`src/rtl/qsfp_port_manager.sv`:
```
// QSFP port manager: per-channel presence synchronizer and debouncer, module
// reset/initialisation sequencer, and status LED driver with a shared blink.
module qsfp_port_manager #(
    parameter int CHANNEL_COUNT   = 2,
    parameter int DEBOUNCE_CYCLES = 200_000,
    parameter int RESET_CYCLES    = 2_000,
    parameter int INIT_CYCLES     = 400_000_000,
    parameter int BLINK_CYCLES    = 50_000_000
) (
    input  logic                     system_clock,
    input  logic                     system_reset_n,
    input  logic [CHANNEL_COUNT-1:0] qsfp_modprsl,
    input  logic [CHANNEL_COUNT-1:0] reset_request,
    input  logic [CHANNEL_COUNT-1:0] run,
    output logic [CHANNEL_COUNT-1:0] hpd,
    output logic [CHANNEL_COUNT-1:0] qsfp_resetl,
    output logic [CHANNEL_COUNT-1:0] enable,
    output logic [CHANNEL_COUNT-1:0] led_y,
    output logic [CHANNEL_COUNT-1:0] led_g
);

    // Counter widths; each is at least one bit so degenerate parameters still elaborate.
    localparam int DEB_W   = (DEBOUNCE_CYCLES > 1) ? $clog2(DEBOUNCE_CYCLES) : 1;
    localparam int CNT_MAX = (RESET_CYCLES > INIT_CYCLES) ? RESET_CYCLES : INIT_CYCLES;
    localparam int CNT_W   = (CNT_MAX > 1) ? $clog2(CNT_MAX) : 1;
    localparam int BLINK_W = (BLINK_CYCLES > 1) ? $clog2(BLINK_CYCLES) : 1;

    localparam logic [DEB_W-1:0]   DEB_LAST   = DEB_W'(DEBOUNCE_CYCLES - 1);
    localparam logic [CNT_W-1:0]   RESET_LAST = CNT_W'(RESET_CYCLES - 1);
    localparam logic [CNT_W-1:0]   INIT_LAST  = CNT_W'(INIT_CYCLES - 1);
    localparam logic [BLINK_W-1:0] BLINK_LAST = BLINK_W'(BLINK_CYCLES - 1);

    typedef enum logic [1:0] {
        ST_ABSENT = 2'd0,
        ST_RESET  = 2'd1,
        ST_INIT   = 2'd2,
        ST_READY  = 2'd3
    } state_e;

    // ------------------------------------------------------------------
    // Shared blink generator
    // ------------------------------------------------------------------
    logic [BLINK_W-1:0] blink_cnt_q, blink_cnt_d;
    logic               blink_q, blink_d;

    // Free-running blink counter: flip the blink phase each time it wraps.
    always_comb begin
        // NOTE: every always_comb output gets a default first so no path leaves it unassigned (no latch).
        blink_cnt_d = blink_cnt_q + BLINK_W'(1);
        blink_d     = blink_q;
        if (blink_cnt_q == BLINK_LAST) begin
            blink_cnt_d = '0;
            blink_d     = ~blink_q;
        end
    end

    // Blink state register.
    always_ff @(posedge system_clock or negedge system_reset_n) begin
        // NOTE: state is updated with <= so every flop samples pre-edge values, independent of block order.
        if (!system_reset_n) begin
            blink_cnt_q <= '0;
            blink_q     <= 1'b0;
        end else begin
            blink_cnt_q <= blink_cnt_d;
            blink_q     <= blink_d;
        end
    end

    // ------------------------------------------------------------------
    // Per-channel logic; channels share nothing but the blink phase.
    // ------------------------------------------------------------------
    for (genvar ch = 0; ch < CHANNEL_COUNT; ch++) begin : g_ch
        logic             sync1_q, sync2_q;
        logic             raw_present;
        logic             stable_q, stable_d;
        logic [DEB_W-1:0] deb_cnt_q, deb_cnt_d;
        state_e           state_q, state_d;
        logic [CNT_W-1:0] cnt_q, cnt_d;
        logic             led_y_q, led_y_d;
        logic             led_g_q, led_g_d;

        // Two-flop synchronizer on the asynchronous, active-low present pin.
        always_ff @(posedge system_clock or negedge system_reset_n) begin
            if (!system_reset_n) begin
                sync1_q <= 1'b1;
                sync2_q <= 1'b1;
            end else begin
                sync1_q <= qsfp_modprsl[ch];
                sync2_q <= sync1_q;
            end
        end

        assign raw_present = ~sync2_q;

        // Debounce: accept a change only after it has persisted DEBOUNCE_CYCLES cycles.
        always_comb begin
            stable_d  = stable_q;
            deb_cnt_d = '0;
            if (raw_present != stable_q) begin
                if (deb_cnt_q == DEB_LAST) begin
                    stable_d = raw_present;
                end else begin
                    deb_cnt_d = deb_cnt_q + DEB_W'(1);
                end
            end
        end

        // Module sequencer next state; removal overrides every other transition.
        always_comb begin
            state_d = state_q;
            cnt_d   = cnt_q;
            case (state_q)
                ST_ABSENT: begin
                    cnt_d = '0;
                    if (stable_q) state_d = ST_RESET;
                end
                ST_RESET: begin
                    if (reset_request[ch]) begin
                        cnt_d = '0;
                    end else if (cnt_q == RESET_LAST) begin
                        state_d = ST_INIT;
                        cnt_d   = '0;
                    end else begin
                        cnt_d = cnt_q + CNT_W'(1);
                    end
                end
                ST_INIT: begin
                    if (reset_request[ch]) begin
                        state_d = ST_RESET;
                        cnt_d   = '0;
                    end else if (cnt_q == INIT_LAST) begin
                        state_d = ST_READY;
                        cnt_d   = '0;
                    end else begin
                        cnt_d = cnt_q + CNT_W'(1);
                    end
                end
                ST_READY: begin
                    if (reset_request[ch]) begin
                        state_d = ST_RESET;
                        cnt_d   = '0;
                    end
                end
                default: begin
                    state_d = ST_ABSENT;
                    cnt_d   = '0;
                end
            endcase
            if (!stable_q) begin
                state_d = ST_ABSENT;
                cnt_d   = '0;
            end
        end

        // LED decode from the registered state; registered so run has no path to the pins.
        always_comb begin
            led_y_d = 1'b0;
            led_g_d = 1'b0;
            case (state_q)
                ST_RESET, ST_INIT: led_y_d = blink_q;
                ST_READY: begin
                    led_y_d = ~run[ch];
                    led_g_d = run[ch];
                end
                default: ;
            endcase
        end

        // Channel state registers.
        always_ff @(posedge system_clock or negedge system_reset_n) begin
            if (!system_reset_n) begin
                stable_q  <= 1'b0;
                deb_cnt_q <= '0;
                state_q   <= ST_ABSENT;
                cnt_q     <= '0;
                led_y_q   <= 1'b0;
                led_g_q   <= 1'b0;
            end else begin
                stable_q  <= stable_d;
                deb_cnt_q <= deb_cnt_d;
                state_q   <= state_d;
                cnt_q     <= cnt_d;
                led_y_q   <= led_y_d;
                led_g_q   <= led_g_d;
            end
        end

        assign hpd[ch]         = stable_q;
        assign qsfp_resetl[ch] = (state_q == ST_INIT) || (state_q == ST_READY);
        assign enable[ch]      = (state_q == ST_READY);
        assign led_y[ch]       = led_y_q;
        assign led_g[ch]       = led_g_q;
    end

endmodule

```
`config.mk`:
```
export PLATFORM = sky130hd
export DESIGN_NAME = qsfp_port_manager
export DESIGN_NICKNAME = d
export VERILOG_FILES = /design/src/rtl/qsfp_port_manager.sv
export SDC_FILE = /design/constraint.sdc
export NUM_CORES = 1
export LEC_CHECK = 0
export BUFFER_PORTS_ARGS = -buffer_cell sky130_fd_sc_hd__clkbuf_2
export CORE_ASPECT_RATIO = 0.7
export CORE_MARGIN = 1.5
export CORE_UTILIZATION = 40
export DETAILED_ROUTE_END_ITERATION = 10
export GPL_ROUTABILITY_DRIVEN = 0
export HOLD_SLACK_MARGIN = 0.08
export PLACE_DENSITY_LB_ADDON = 0.15
export SLEW_MARGIN = 10
export SYNTH_ARGS = -nofsm -noshare
export SYNTH_HDL_FRONTEND = slang
export SYNTH_SLANG_ARGS = --single-unit
```
`constraint.sdc`:
```
create_clock -name system_clock -period 5.25 [get_ports system_clock]
set_clock_uncertainty 0.1 [all_clocks]
set_input_delay 0 -clock system_clock [delete_from_list [all_inputs] [get_ports system_clock]]
set_output_delay 0 -clock system_clock [all_outputs]
set_load 0.05 [all_outputs]
```
==> out/qor.yml <==
wl_mm: 16.10
io_buffers: 17
route.detailed.drc: 0
via_per_inst: 5.589
diodes: 0
grt_pass1_vias: 5463
drtPass1Iterations: 4
cts_tree: "yes"
grt_usage_pct: 18.51
layout-drive-gt1-share_pct: 9.418
multiInputGateArea_um2: 3543
cpMostUsedCell: "and3_1"
synth_seq_area_share_pct: 47.15
finalHoldViolations: 0
grt.overflow.total: 0
row_count: 40
power_density_nw_per_um2: 272.3
clkTransAtPathRegs_ps: 60
netlist_instances: 779
synth_edf_count: 0
antenna_left: 0
htree_num_levels: 4
synth-async-reset-ratio_pct: 100.0
synth_top_family_by_area: "simple AND/OR/NAND/NOR gates"
yosysWarnings: 0
worst-endpoint-arrival_ps: 3400
ys.flop_type: "dfrtp_1"
ioPinCount: 18
wl_per_cell_um: 15.51
max_freq_ghz: 0.3137
clockRootBuffer: "clkbuf_16"
critPathBufInv: 0
hold_class: "input port to asynchronous set/reset pin"
rsz0062_at_grt: "false"
synth_cell_type_count: 58
place_hpwl_mm: 10.99
cts_sinks: 135
min_period_over_period_pct: 60.72
synth-compound-area-share_pct: 11.58
crit_chain: "ha_1, nand3b_1, and3_1, o31ai_4, nand2_2, and3_1, a221o_1"
drv_slew: 0
die_y_um: 115.1
grt_first_pass_wirelength_mm: 27.46
max_stage_delay_ps: 640
end_kind: "register"
dr_total_vias: 5801
layout.nets: 815
min_period_ps: 3188
die_area_um2: 18760
area.sequential_um2: 3383
setup_viol: 0
synth_top_area_share_pct: 45.68
area_delta_synth_final_pct: 12.15
synth_area_leader_cell: "dfrtp_1"
post_synth_mux_area_share_pct: 1.534
cap_violations: 0
antenna_found_initial: 0
status: "complete, no violations"
clk_path_buf_depth: 2
cts-buffers-inserted: 17
cp_top_family: "simple AND/OR/NAND/NOR gates"
leakage_nw: 3.383
synth_simple_gate_area_share_pct: 26.71
syn-cell-area_um2: 7176
synthXorXnorAreaFrac_pct: 7.079
setup_tns_ps: 0
synth_nets: 800
required_ps: 5460
utilization_pct: 46.34
drt_iter0_drc: 394
slew_headroom_pct: 22.19
clk_latency_ps: 420
cp_slowest_cell: "nand3b_1"
synthTopCellsByArea: "dfrtp_1 (46%), nor2_1 (4.7%), nand3_1 (4.5%)"
worst_pin_slew_ps: 1161
start_kind: "register"
grt_max_degree: 73
core_region_area_um2: 17370
peakVddDrop_mv: 0.1662
synthAdderAreaFrac_pct: 2.267
worst-setup-path-type: "register to register"
layout_commonest_cell: "dfrtp_1"
ctsResizeCount: 0
final_cell_mix: "dfrtp_1 (131), nor2_1 (89), nand2_1 (74)"
die_width_um: 163.1
initial_utilization_pct: 41.32
nFillCells: 1611
synth.avg_cell_area_um2: 9.211
synth_seq_cells: 135
path_max_fanout: 42
-- layout make-up --
type	instances	share of cell area (%)
clock buffer	21	5.846
inverter	23	1.073
clock inverter	11	0.9484
timing repair buffer	29	2.472
multi-input combinational	588	44.03
tap	231	3.591
sequential	135	42.04
-- logic make-up after synthesis --
kind of cell               after synthesis
AOI/OAI and AO/OA                      127
xor gates and xnor gates                58
adders and majority gates               13
buffers and inverters                   56
DFF                                    135
muxes                                   11
and+or+nand+nor                        379
-- state kept, by name (all words and copies together), names as in the netlist --
signal,count
g_ch.sync1_q,2
g_ch.cnt_q,58
blink_q,1
g_ch.sync2_q,2
blink_cnt_q,26
g_ch.stable_q,2
g_ch.deb_cnt_q,36
g_ch.led_y_q,2
g_ch.state_q,4
g_ch.led_g_q,2
-- cells in the mapped netlist, types with 23 or more instances --
cell and instances:
dfrtp_1 131, nor2_1 89, nand2_1 74, nand3_1 65, a21oi_1 36, and3_1 31, nand4_1 31, xor2_1 30
xnor2_1 28, o21ai_0 27, inv_1 23, nor3_1 23
-- per-layer routing --
layer,global-route usage [%],up-vias,part of all wire [%]
met4,6.239,0,1.4
li1,-,2824,-
met2,25.42,132,42
met5,0,-,0
met3,4.509,20,4.6
met1,28.08,2825,52
-- worst reg2reg max path: stages, from the launching register on --
cell,delay [ps]
dfrtp_1,410
ha_1,280
nand3b_1,650
and3_1,490
o31ai_4,80
nand2_2,460
and3_1,370
a221o_1,250
-- where the power goes --
part | total, mW | switching, mW | internal [mW] | leakage (nW)
Clock | 1.10 | 0.460 | 0.638 | 0.261
Sequential | 1.05 | 0.00446 | 1.05 | 1.85
Combinational | 0.0415 | 0.0306 | 0.0108 | 1.27
-- final timing paths --
path                                                     start                             end  slack [ps]  depth (start not counted)
worst max-delay path            g_ch[0].state_q[0]$_DFFE_PN0P_   g_ch[0].cnt_q[14]$_DFFE_PN0N_        2060                          7
max in group asynchronous                       system_reset_n       blink_cnt_q[20]$_DFF_PN0_        3710                          3
worst max register to register  g_ch[0].state_q[0]$_DFFE_PN0P_   g_ch[0].cnt_q[14]$_DFFE_PN0N_        2060                          7
min in group system_clock                      qsfp_modprsl[0]       g_ch[0].sync1_q$_DFF_PN1_         120                          2
worst min register to register       g_ch[0].sync1_q$_DFF_PN1_       g_ch[0].sync2_q$_DFF_PN1_         260                          0
worst min-delay path                            system_reset_n  g_ch[0].deb_cnt_q[8]$_DFF_PN0_          60                          2
-- through the flow --
stage | power [mW] | std cells | setup slack (ps) | instance area [µm²] | hold slack, ps
after detailed placement | 1.110 | 999 | 2099 | 7431 | -32.40
after global routing | 2.273 | 1038 | 1752 | 8048 | 98.25
after global placement | 1.109 | 999 | 2240 | 7431 | -40.28
after floorplan | 1.080 | 779 | 2788 | 7176 | -395.6
final | 2.191 | 1038 | 2062 | 8048 | 63.13
after CTS | 2.219 | 1038 | 2090 | 8048 | 91.03
-- timing repair --
item	CTS	global route
hold buffers	7	0
endpoints found under the hold margin	83	0
buffers inserted	0	0
(Power assumes the default switching activity.)
